$ cat config.mk
export PLATFORM = sky130hd
export DESIGN_NAME = wb_nmx_cmd_slave
export DESIGN_NICKNAME = d
export VERILOG_FILES = /design/src/rtl/wb_nmx_cmd_slave.sv
export SDC_FILE = /design/constraint.sdc
export NUM_CORES = 1
export LEC_CHECK = 0
export CAP_MARGIN = 20
export CORE_MARGIN = 1
export CORE_UTILIZATION = 60
export DETAILED_ROUTE_END_ITERATION = 16
export PLACE_DENSITY = 0.85
export REMOVE_ABC_BUFFERS = 1
export SETUP_SLACK_MARGIN = 0.15
export SLEW_MARGIN = 30
export SYNTH_ARGS = -nofsm -noshare
export SYNTH_HDL_FRONTEND = slang
export SYNTH_SLANG_ARGS = --single-unit
$ cat constraint.sdc
create_clock -name wb_clk_i -period 3.5 [get_ports wb_clk_i]
set_input_delay 0.875 -clock wb_clk_i [delete_from_list [all_inputs] [get_ports wb_clk_i]]
set_output_delay 0.875 -clock wb_clk_i [all_outputs]
set_load 0.02 [all_outputs]
$ cat src/rtl/wb_nmx_cmd_slave.sv
// rtl/wb_nmx_cmd_slave.sv - Wishbone command/result responder for the neuromorphic array core
//
// Ports:
//   wb_clk_i, wb_rst_n            clock, async active-low reset (released synchronously inside)
//   wbs_stb_i/cyc_i/we_i/sel_i    Wishbone request
//   wbs_adr_i/dat_i/dat_o/ack_o   Wishbone address, data, single-cycle acknowledge
//   cmd_valid/ready, cmd_mode/row/col/data   command stream to the core (FIFO head)
//   res_valid/res_bit/res_ready   single-bit result stream from the core
module wb_nmx_cmd_slave #(
    parameter logic [31:0] BASE_ADDR = 32'h3000_000C,
    parameter int          CMD_DEPTH = 32,
    parameter int          RES_DEPTH = 32
) (
    input  logic        wb_clk_i,
    input  logic        wb_rst_n,
    input  logic        wbs_stb_i,
    input  logic        wbs_cyc_i,
    input  logic        wbs_we_i,
    input  logic [3:0]  wbs_sel_i,
    input  logic [31:0] wbs_adr_i,
    input  logic [31:0] wbs_dat_i,
    output logic [31:0] wbs_dat_o,
    output logic        wbs_ack_o,
    output logic        cmd_valid,
    input  logic        cmd_ready,
    output logic [1:0]  cmd_mode,
    output logic [4:0]  cmd_row,
    output logic [4:0]  cmd_col,
    output logic [19:0] cmd_data,
    input  logic        res_valid,
    input  logic        res_bit,
    output logic        res_ready
);
    localparam int CAW = $clog2(CMD_DEPTH);
    localparam int RAW = $clog2(RES_DEPTH);
    localparam logic [CAW:0] CMD_FULL = (CAW+1)'(CMD_DEPTH);
    localparam logic [RAW:0] RES_FULL = (RAW+1)'(RES_DEPTH);
    localparam logic [31:0]  STAT_ADDR = BASE_ADDR + 32'd4;

    // Reset asserts asynchronously but releases two edges later, in step with the clock.
    logic [1:0] rst_sync_q, rst_sync_d;
    logic       rst_n_int;

    always_comb begin
        rst_sync_d = {rst_sync_q[0], 1'b1};
    end

    always_ff @(posedge wb_clk_i or negedge wb_rst_n) begin
        if (!wb_rst_n) rst_sync_q <= 2'b00;
        else           rst_sync_q <= rst_sync_d;
    end

    assign rst_n_int = rst_sync_q[1];

    logic                 ack_q, ack_d;
    logic [31:0]          dat_q, dat_d;
    logic [CAW-1:0]       cmd_wp_q, cmd_wp_d, cmd_rp_q, cmd_rp_d;
    logic [CAW:0]         cmd_cnt_q, cmd_cnt_d;
    logic [RAW-1:0]       res_wp_q, res_wp_d, res_rp_q, res_rp_d;
    logic [RAW:0]         res_cnt_q, res_cnt_d;
    logic [RES_DEPTH-1:0] res_mem_q, res_mem_d;
    logic                 ovf_q, ovf_d, udf_q, udf_d;
    logic [31:0]          cmd_mem [CMD_DEPTH];

    logic is_data, is_stat, acc, cmd_full, res_empty;
    logic cmd_push, cmd_pop, res_push, res_pop, busy;
    logic [31:0] status, head;

    function automatic logic [5:0] sat6(input logic [31:0] v);
        return (v > 32'd63) ? 6'd63 : v[5:0];
    endfunction

    assign is_data   = (wbs_adr_i == BASE_ADDR);
    assign is_stat   = (wbs_adr_i == STAT_ADDR);
    // One access per request: the cycle after an ack is forced idle.
    assign acc       = (is_data | is_stat) & wbs_stb_i & wbs_cyc_i & ~ack_q;
    assign cmd_full  = (cmd_cnt_q == CMD_FULL);
    assign res_empty = (res_cnt_q == '0);
    assign cmd_valid = (cmd_cnt_q != '0);
    assign res_ready = (res_cnt_q != RES_FULL);
    assign cmd_push  = acc & wbs_we_i & is_data & (wbs_sel_i == 4'hF) & ~cmd_full;
    assign cmd_pop   = cmd_valid & cmd_ready;
    assign res_push  = res_valid & res_ready;
    assign res_pop   = acc & ~wbs_we_i & is_data & ~res_empty;
    assign busy      = cmd_valid | ~res_empty;
    assign status    = {13'b0, busy, udf_q, ovf_q, 2'b0, sat6(32'(res_cnt_q)),
                        2'b0, sat6(32'(cmd_cnt_q))};

    // Head is masked while empty so stale RAM contents never reach the core.
    assign head = cmd_valid ? cmd_mem[cmd_rp_q] : 32'h0;
    assign {cmd_mode, cmd_row, cmd_col, cmd_data} = head;
    assign wbs_ack_o = ack_q;
    assign wbs_dat_o = dat_q;

    always_comb begin
        ack_d     = acc;
        dat_d     = 32'h0;
        cmd_wp_d  = cmd_wp_q;
        cmd_rp_d  = cmd_rp_q;
        cmd_cnt_d = cmd_cnt_q;
        res_wp_d  = res_wp_q;
        res_rp_d  = res_rp_q;
        res_cnt_d = res_cnt_q;
        res_mem_d = res_mem_q;
        ovf_d     = ovf_q;
        udf_d     = udf_q;

        if (cmd_push) cmd_wp_d = cmd_wp_q + 1'b1;
        if (cmd_pop)  cmd_rp_d = cmd_rp_q + 1'b1;
        case ({cmd_push, cmd_pop})
            2'b10:   cmd_cnt_d = cmd_cnt_q + 1'b1;
            2'b01:   cmd_cnt_d = cmd_cnt_q - 1'b1;
            default: cmd_cnt_d = cmd_cnt_q;
        endcase

        if (res_push) begin
            res_mem_d[res_wp_q] = res_bit;
            res_wp_d = res_wp_q + 1'b1;
        end
        if (res_pop) res_rp_d = res_rp_q + 1'b1;
        case ({res_push, res_pop})
            2'b10:   res_cnt_d = res_cnt_q + 1'b1;
            2'b01:   res_cnt_d = res_cnt_q - 1'b1;
            default: res_cnt_d = res_cnt_q;
        endcase

        if (acc) begin
            if (is_data) begin
                if (wbs_we_i) begin
                    if (wbs_sel_i == 4'hF && cmd_full) ovf_d = 1'b1;
                end else if (res_empty) begin
                    udf_d = 1'b1;
                end else begin
                    dat_d = {31'b0, res_mem_q[res_rp_q]};
                end
            end else begin
                if (wbs_we_i) begin
                    if (wbs_dat_i[16]) ovf_d = 1'b0;
                    if (wbs_dat_i[17]) udf_d = 1'b0;
                end else begin
                    dat_d = status;
                end
            end
        end
    end

    always_ff @(posedge wb_clk_i or negedge rst_n_int) begin
        if (!rst_n_int) begin
            ack_q     <= 1'b0;
            dat_q     <= 32'h0;
            cmd_wp_q  <= '0;
            cmd_rp_q  <= '0;
            cmd_cnt_q <= '0;
            res_wp_q  <= '0;
            res_rp_q  <= '0;
            res_cnt_q <= '0;
            res_mem_q <= '0;
            ovf_q     <= 1'b0;
            udf_q     <= 1'b0;
        end else begin
            ack_q     <= ack_d;
            dat_q     <= dat_d;
            cmd_wp_q  <= cmd_wp_d;
            cmd_rp_q  <= cmd_rp_d;
            cmd_cnt_q <= cmd_cnt_d;
            res_wp_q  <= res_wp_d;
            res_rp_q  <= res_rp_d;
            res_cnt_q <= res_cnt_d;
            res_mem_q <= res_mem_d;
            ovf_q     <= ovf_d;
            udf_q     <= udf_d;
        end
    end

    // Command storage needs no reset: entries are only visible through the masked head.
    always_ff @(posedge wb_clk_i) begin
        if (cmd_push) cmd_mem[cmd_wp_q] <= wbs_dat_i;
    end
endmodule

==> After elaboration in Yosys (flattened, before gate mapping) <==
Memories as Yosys holds them, arrays and structs flattened.
Index checks and enable logic that the tools add are counted.
{ "op_classes": {"n_addsub": 8, "n_eq_ne": 11, "reduce_logical": 12, "n_bitwise": 18, "mux": 25, "order_cmp": 3} }
{ "ops": {"columns": ["op", "n"], "rows": [
  ["$mux 32", 3],
  ["$eq 32x30->1 const B", 2],
  ["$bwmux 32", 1],
  ["$pmux 6 s2", 2],
  ["$add 5x1->5 const B", 4],
  ["$mux 19", 1],
  ["$mux 1", 16],
  ["$add 6x1->6 const B", 2],
  ["$and 1x1->1", 12],
  ["$lt 5x6->1 const B", 2],
  ["$reduce_bool 2->1", 6],
  ["$sub 6x1->6 const B", 2],
  ["$eq 6x6->1 const B", 1],
  ["$logic_not 6->1", 1],
  ["$ne 6x6->1 const B", 1],
  ["$reduce_bool 6->1", 1],
  ["$bmux 1 s5", 1],
  ["$demux 1 s5", 1],
  ["$ge 5x1->1 const B", 1],
  ["$reduce_and 5->1", 1],
  ["$eq 2x1->1 const B", 2],
  ["$eq 2x2->1 const B", 2],
  ["$eq 4x4->1 const B", 1],
  ["$not 1->1", 4],
  ["other kinds (5)", 7]
]} }
{ "word_totals": {"in_bits": 76, "ramBits": 1024, "elab_cells": 90, "out_inout_bits": 67, "mem_count": 1, "reg_bits": 101} }
{ "memory_table": {"columns": ["memory", "words", "width", "rd", "rd_clocked_by_memory_dff", "wr", "line_no", "source"], "rows": [
  ["cmd_mem", 32, 32, 1, 0, 1, "63", "logic [31:0] cmd_mem [CMD_DEPTH];"]
]} }

==> Logic depth before layout (Yosys ltp) <==
Gate-level depths: netlist (run 1).
{ "logic_depth": {"depth_word": 11, "mapped_depth": 14, "mapped_depth_nobuf": 12} }

==> Worst setup path after synthesis (run 1) <==
No wires, ideal clock.
{ "synth_path": {"path_type": "in2reg", "start": "in wbs_adr_i[9]", "end": "mem cmd_mem[27][0], enable pin", "path_stages": 5, "arrival_ns": 3.587, "path_buffers": 0, "slack_ns": -0.508, "required_time_ns": 3.079, "setup_ns": 0.421, "cell_sequence": "nor4_1 nand4_1 nor4_2 nand3_1 nor2_1"} }
{ "synth_between": {"elab_chain_cells": 11, "word_cells_on_any_way": 12, "cone_classes": "2 x eq/ne; 2 x mux; 8 x bitwise"} }
{ "synth_lines": {"columns": ["element", "line_no", "source"], "rows": [
  ["start, declared", "20", "input logic [31:0] wbs_adr_i,"],
  ["$eq 32x30->1, on equally long branches", "73, 74", null],
  ["$or 1x1->1", "76", "assign acc = (is_data | is_stat) & wbs_stb_i & wbs_cyc_i & ~ack_q;"],
  ["$and 1x1->1 (3 in a row)", "76", null],
  ["$and 1x1->1", "81", "assign cmd_push = acc & wbs_we_i & is_data & (wbs_sel_i == 4'hF) & ~cmd_full;"],
  ["$and 1x1->1 * (3 in a row)", "81", null],
  ["$mux 1 *", "177", "if (cmd_push) cmd_mem[cmd_wp_q] <= wbs_dat_i;"],
  ["$mux 1 (not written as such) *", "177", null],
  ["end, declared", "63", null]
]} }
Mark *: on every way between the ends. The rest lies on a longest branch, timed or not.

==> Worst setup path after layout (run 1) <==
{ "layout_path": {"start": "reg cmd_rp_q[0]", "end": "out cmd_col[4]"} }
{ "layout_between": {"elab_chain_cells": 2} }
{ "layout_lines": {"columns": ["element", "line_no", "source"], "rows": [
  ["start, declared", "57", "logic [CAW-1:0] cmd_wp_q, cmd_wp_d, cmd_rp_q, cmd_rp_d;"],
  ["start signal, assigned", "164", "cmd_rp_q <= cmd_rp_d;"],
  ["$mem_v2 32x32", null, null],
  ["$mux 32", "90", "assign head = cmd_valid ? cmd_mem[cmd_rp_q] : 32'h0;"],
  ["end, declared", "28", "output logic [4:0] cmd_col,"]
]} }
Every way passes these cells.

==> impl_metrics.tcl, run 1 <==
set metrics [dict create \
    synth_flop_cell "edfxtp_1" \
    crit_path_start_kind "register" \
    layout_min_cycle_time_ns 4.16 \
    antenna_left 0 \
    place.port_buffers 125 \
    start_util 0.606 \
    path_cells "buf_12 -> buf_16 -> buf_6 -> buf_8 -> mux4_2 -> mux4_2 -> a22o_4 -> buf_6" \
    worst_slack_ns -0.663 \
    violations "negative setup slack" \
    status "finished, violations left" \
    vias 24556 \
    pre_cts_slack_ns -0.405 \
    critPathCaptureType "output pin" \
    slew_headroom 0.224 \
    worstSetupPathType "reg2out" \
    clockBufferDepth 3 \
    drc 0 \
    max_freq_mhz 240 \
    slowest_stage "mux4_2" \
    leakagePower_nw 17.5 \
    postLayoutCoreUtil 0.737 \
    ys_seq_area_frac 0.758 \
    drive_above_1_share 0.373 \
    synth_area_per_cell_um2 22.7 \
    synthCells 1906 \
    worst_slew_pin_slew_ns 1.16 \
    h-tree-depth 3 \
    synth_cell_types 53 \
    die-width_um 271 \
    grt_pass1_vias 24667 \
    pwr-share-clk 0.277 \
    hp-class "reg2async" \
    tritoncts "built" \
    syn2layout_area_growth_pct 21.6 \
    nets 2392 \
    die-area_um2 73300 \
    grt_max_degree 47 \
    hpwl_mm 63.4 \
    cp.arrival_ns 3.29 \
    gp_congestion 0.786 \
    core_area_um2 71500 \
    timing.final.hold_violations 0 \
    p_per_area_nw_per_um2 778 \
    period_share 1.19 \
    dr.first_iter.drc_count 4140 \
    cts_sinks 1108 \
    path_buf_inv 5 \
    slew_violations 0 \
    clk_latency_ns 0.70 \
    sw_frac_of_total 0.306 \
    die_h_um 271 \
    grt_pass1_wl_mm 183 \
    antenna_found_initial 5 \
    finClkSkew_ns 0.0286 \
    seqPwrFrac 0.369 \
    root_buffer "clkbuf_16" \
    synth_edf_count 1024 \
    synth_top_area_share 0.709 \
    grt_usage 0.363 \
    setup_viol 32 \
    pwr-share-comb 0.354 \
    synth_top_area_cell "edfxtp_1" \
    drt-wirelength-per-cell_um 41.8 \
    path_clk_slew_ns 0.06 \
    pin_count 143 \
    netlist_area_um2 43300 \
    yosys-top-cells-area "edfxtp_1 (71%), mux4_2 (17%), dfrtp_1 (4.9%)" \
    synth-async-reset-ratio 0.0758 \
    max_stage_delay_ns 0.57 \
    p_int_w 0.0285 \
    drt_first_pass_iters 5 \
    ys_seq_elements 1108 \
    worstPathRequired_ns 2.62 \
    via_per_inst 7.36 \
    drv_cap 0 \
    cp_top_family "multiplexers" \
    cts-hold-fix-buffers 0 \
    rows 98 \
    cts_made_buffers 105 \
    rsz0062_at_grt "yes" \
    whs_ns 0.312 \
    grt-ovfl-total 0 \
    cp_max_fo 6 \
    synth_warnings 0 \
    switchingPower_w 0.0125 \
    wirelength_mm 139 \
    peakVddDrop_mv 0.532 \
]
registers in the layout (all words and copies together) (netlist names), 5 cells and up:
register   cells
wbs_dat_o     15
res_mem_q     32
cmd_wp_q       5
cmd_mem     1024
cmd_cnt_q      6
res_cnt_q      6
res_rp_q       5
res_wp_q       5
cmd_rp_q       5
timing repair:
action / in CTS / in global routing
hold endpoints to repair: 0 / 0
gates resized for setup: 214 / 44
cloned: 9 / 3
buffers inserted: 43 / 24
pin swaps: 12 / 24
endpoints found under the setup margin: 33 / 36
Yosys cell counts, types with 2 or more instances:
cell	instances
conb_1	2
a22o_1	33
or4_1	2
a21boi_0	2
and2_1	17
mux4_2	328
ha_1	18
inv_1	11
clkbuf_1	57
xor2_1	8
a22oi_1	3
xnor2_1	19
and3_1	3
nand2_1	20
mux2i_1	3
buf_2	20
nor3_1	4
nand3_1	12
a21oi_1	7
a31oi_1	2
nor4bb_1	2
nor4b_1	5
buf_6	13
mux2_2	36
nor4_2	2
or3b_2	2
nand4_1	9
or3_1	3
nand3b_1	7
buf_1	7
o21ai_0	8
dfrtp_1	84
nand2b_1	6
nor2_1	79
nor2b_1	4
a21o_1	4
buf_4	20
nor4_1	6
edfxtp_1	1024
worst register-to-register path, cell delays in order (launching register included):
cell	delay [ns]
dfrtp_1	0.37
or4_1	0.58
buf_4	0.18
nor2_1	0.08
a21oi_1	0.10
nand2_1	0.12
ha_1	0.19
buf_4	0.17
or4b_2	0.62
o22ai_1	0.19
nand3b_1	0.12
a21oi_2	0.15
xor2_1	0.16
power groups by stage:
stage	Sequential [W]	Combinational, W	Clock [W]
after global placement	0.0153	0.0111	0
after CTS	0.0151	0.0133	0.0111
after detailed placement	0.0154	0.0115	0
final	0.0151	0.0145	0.0114
after global routing	0.0151	0.0148	0.0118
after floorplan	0.0160	0.00517	0
stage by stage:
step	cells	instance area, um2	setup TNS (ns)	total power (W)
finish	3335	52700	-17.64	0.0410
global route	3331	52700	-18.26	0.0417
CTS	3303	52300	-16.41	0.0395
detailed placement	3060	48100	-34.79	0.0269
global placement	3059	48100	-9.25	0.0264
floorplan	1805	42800	-789.85	0.0211
cells in the final DEF, fill, tap and decap left out, types with 18 or more instances in the layout:
cell,Yosys,layout
clkdlybuf4s50_1,0,63
clkbuf_16,0,109
edfxtp_1,1024,1024
xnor2_1,19,19
buf_2,20,31
dfrtp_1,84,79
mux4_2,328,328
clkbuf_1,57,30
nand2_1,20,20
mux2_2,36,36
buf_6,13,59
nor2_4,0,33
buf_4,20,87
buf_12,0,117
a22o_1,33,26
conb_1,2,18
buf_16,0,19
clkinv_2,0,19
nor2_1,79,46
cells by family after synthesis:
| kind of cell | count (synthesis) | share of synthesized area |
|---|---|---|
| flip-flops | 1108 | 0.758 |
| buffers and inverters | 128 | 0.0156 |
| XOR/XNOR | 27 | 0.00546 |
| multiplexers | 368 | 0.181 |
| AND/OR/NAND/NOR | 188 | 0.0227 |
| AO/OA/AOI/OAI | 66 | 0.0117 |
| other | 2 | 0.000173 |
| adder cells (fa/ha/maj) | 19 | 0.00566 |
final timing paths:
kind	start	to	slack, ns	depth (start not counted)
worst max-delay path	cmd_rp_q[0]	cmd_col[4]	-0.66	8
worst min-delay path	rst_sync_q[1]	cmd_cnt_q[3]	0.31	0
worst max register to register	cmd_cnt_q[3]	cmd_cnt_q[5]	0.41	12
worst min register to register	rst_sync_q[1]	cmd_cnt_q[3]	0.31	0
max in group asynchronous	rst_sync_q[1]	res_mem_q[0]	2.55	1
min in group wb_clk_i	rst_sync_q[0]	rst_sync_q[1]	0.36	0
layout make-up:
type                            count  area [um2]
Clock inverter                     51         404
Fill cell                        3493       18800
Inverter                           11        41.3
Antenna cell                        4        10.0
Timing Repair Buffer              385        5140
Tap cell                          950        1190
Clock buffer                      140        2820
Multi-Input combinational cell    686       10200
Sequential cell                  1108       32900
per-layer routing:
layer | vias up | part of all wire | track usage
li1 | 8807 | - | -
met1 | 12389 | 0.30 | 0.460
met2 | 2700 | 0.48 | 0.590
met3 | 656 | 0.14 | 0.0785
met4 | 4 | 0.076 | 0.199
met5 | - | 0.00018 | 0
Power figures use the tool's default switching activity.
==> run 2, diff against run 1 <==
--- a/config.mk
+++ b/config.mk
@@ -6,12 +6,11 @@
 export NUM_CORES = 1
 export LEC_CHECK = 0
 export CAP_MARGIN = 20
-export CORE_MARGIN = 1
+export CORE_MARGIN = 4
 export CORE_UTILIZATION = 60
 export DETAILED_ROUTE_END_ITERATION = 16
 export PLACE_DENSITY = 0.85
 export REMOVE_ABC_BUFFERS = 1
-export SETUP_SLACK_MARGIN = 0.15
 export SLEW_MARGIN = 30
 export SYNTH_ARGS = -nofsm -noshare
 export SYNTH_HDL_FRONTEND = slang
==> impl_metrics.tcl, run 2 (synthesis gave the netlist of run 1 again) <==
set metrics [dict create \
    status "finished, violations left" \
    violations "negative setup slack" \
    critPathCaptureType "output pin" \
    grt-ovfl-total 0 \
    met2_length_mm 64.1 \
    num-fill-cells 3663 \
    nets 2371 \
    cp.arrival_ns 3.28 \
    reg2reg_from "cmd_cnt_q[3]" \
    seqPwrFrac 0.375 \
    start_util 0.606 \
    top_layer_used "met5" \
    drive_above_1_share 0.370 \
    worstSetupPathType "reg2out" \
    grt_usage 0.318 \
    via_per_inst 7.06 \
    hpwl_mm 63.2 \
    regMostFlops "cmd_mem" \
    cp_max_fo 12 \
    cts_sinks 1108 \
    die_h_um 277 \
    die-width_um 277 \
    cts_made_buffers 106 \
    finClkSkew_ns 0.0337 \
    h-tree-depth 3 \
    crit_path_start_kind "register" \
    period_share 1.19 \
    slew_violations 0 \
    met3_length_mm 14.6 \
    post_dp_cell_area_um2 48100 \
    ff2ff_path_depth 12 \
    sw_frac_of_total 0.296 \
    fin_cells 3313 \
    grt_pass1_vias 24011 \
    leakagePower_nw 17.3 \
    mostFrequentLayoutCells "edfxtp_1 (1024), mux4_2 (328), clkbuf_16 (115), buf_4 (115), buf_12 (92)" \
    largest_reg_flops 1024 \
    peakVddDrop_mv 0.628 \
    clockBufferDepth 3 \
    core_area_um2 71500 \
    rows 98 \
    rrSetupSlack_ns 0.42 \
    dp.cells 3072 \
    p_int_w 0.0282 \
    final_cell_area_um2 52100 \
    drt-wirelength-per-cell_um 38.0 \
    die-area_um2 76600 \
    grt_pass1_wl_mm 174 \
    path_clk_slew_ns 0.08 \
    slew_headroom 0.542 \
    antenna_left 0 \
    hp-class "reg2async" \
    worst_slack_ns -0.653 \
    reg2reg_to "cmd_cnt_q[5]" \
    root_buffer "clkbuf_16" \
    clk_latency_ns 0.70 \
    drc 0 \
    fin_total_pwr_w 0.0401 \
    drv_cap 0 \
    max_freq_mhz 241 \
    pwr-share-clk 0.290 \
    whs_ns 0.294 \
    pwr-share-comb 0.335 \
    drt_first_pass_iters 8 \
    final_common_cell "edfxtp_1" \
    gp_congestion 0.814 \
    worst_slew_pin_slew_ns 0.685 \
    timing.final.hold_violations 0 \
    pin_count 143 \
    setup_viol 32 \
    antenna_found_initial 3 \
    tritoncts "built" \
    tns_ns -16.75 \
    grt_max_degree 52 \
    place.port_buffers 125 \
    syn2layout_area_growth_pct 20.2 \
    worstPathRequired_ns 2.62 \
    switchingPower_w 0.0119 \
    rsz0062_at_grt "yes" \
    wirelength_mm 126 \
    dr.first_iter.drc_count 4068 \
    p_per_area_nw_per_um2 770 \
    layout_min_cycle_time_ns 4.15 \
    met1_length_mm 39.8 \
    vias 23403 \
]
[run 2: cell types whose count changed in the layout (fill, tap and decap cells not counted), moves of 4 or more]
| cell | change |
|---|---|
| buf_12 | -25 |
| clkbuf_16 | +6 |
| buf_16 | -9 |
| clkinv_2 | +8 |
| buf_2 | +10 |
| clkbuf_8 | -4 |
| buf_6 | -32 |
| bufinv_16 | +5 |
| buf_4 | +28 |
| clkinv_1 | +7 |
| clkbuf_1 | -16 |
[run 2: repair_timing]
action / in CTS / in global routing
setup endpoints to repair: 32 / 32
pin swaps: 7 / 9
resized for setup: 156 / 38
cloned: 4 / 5
setup buffers: 14 / 25
endpoints found under the hold margin: 0 / 0
hold buffers: 0 / 0
[run 2: stage by stage]
stage / setup slack, ns / utilization
floorplan: -8.57 / -
global placement: -0.192 / 0.672
detailed placement: -0.318 / 0.673
CTS: -0.627 / 0.726
global route: -0.669 / 0.729
finish: -0.653 / 0.729
[run 2: critical path: stages (launching register included)]
cell and delay [ns]:
dfrtp_4 0.48, buf_16 0.19, buf_4 0.22, mux4_2 0.56
mux4_2 0.54, a22o_1 0.25, dlygate4sd2_1 0.34
[run 2: how the worst max path moves through the flow]
| stage | endpoint | startpoint |
|---|---|---|
| after floorplan | cmd_col[0] | cmd_rp_q[0] |
| after global placement | cmd_cnt_q[4] | wbs_adr_i[5] |
| after detailed placement | res_cnt_q[5] | wbs_adr_i[9] |
| after CTS | cmd_data[7] | cmd_rp_q[0] |
| after global routing | cmd_data[7] | cmd_rp_q[0] |
| final | cmd_data[0] | cmd_rp_q[0] |
[run 2: final cells by class]
| cell class | instances | area (um2) | share of cell area |
|---|---|---|---|
| Tap cell | 950 | 1190 | 0.0228 |
| Clock buffer | 124 | 2810 | 0.0538 |
| Antenna cell | 1 | 2.50 | 0.0000480 |
| Sequential cell | 1108 | 32900 | 0.631 |
| Multi-Input combinational cell | 686 | 10200 | 0.196 |
| Inverter | 11 | 41.3 | 0.000793 |
| Timing Repair Buffer | 363 | 4380 | 0.0840 |
| Clock inverter | 70 | 619 | 0.0119 |
[run 2: metal layers]
layer | global-route usage | up-vias
met5 | 0 | -
met4 | 0.144 | 4
met3 | 0.0719 | 433
met2 | 0.541 | 2270
met1 | 0.397 | 11963
li1 | - | 8733
[run 2: power by group through the flow]
stage / sequential [W] / combinational (W) / clock, W
3_5_place_dp: 0.0153 / 0.0118 / 0
6_report: 0.0150 / 0.0135 / 0.0116
5_1_grt: 0.0151 / 0.0139 / 0.0123
3_3_place_gp: 0.0153 / 0.0113 / 0
2_1_floorplan: 0.0160 / 0.00517 / 0
4_1_cts: 0.0150 / 0.0127 / 0.0115
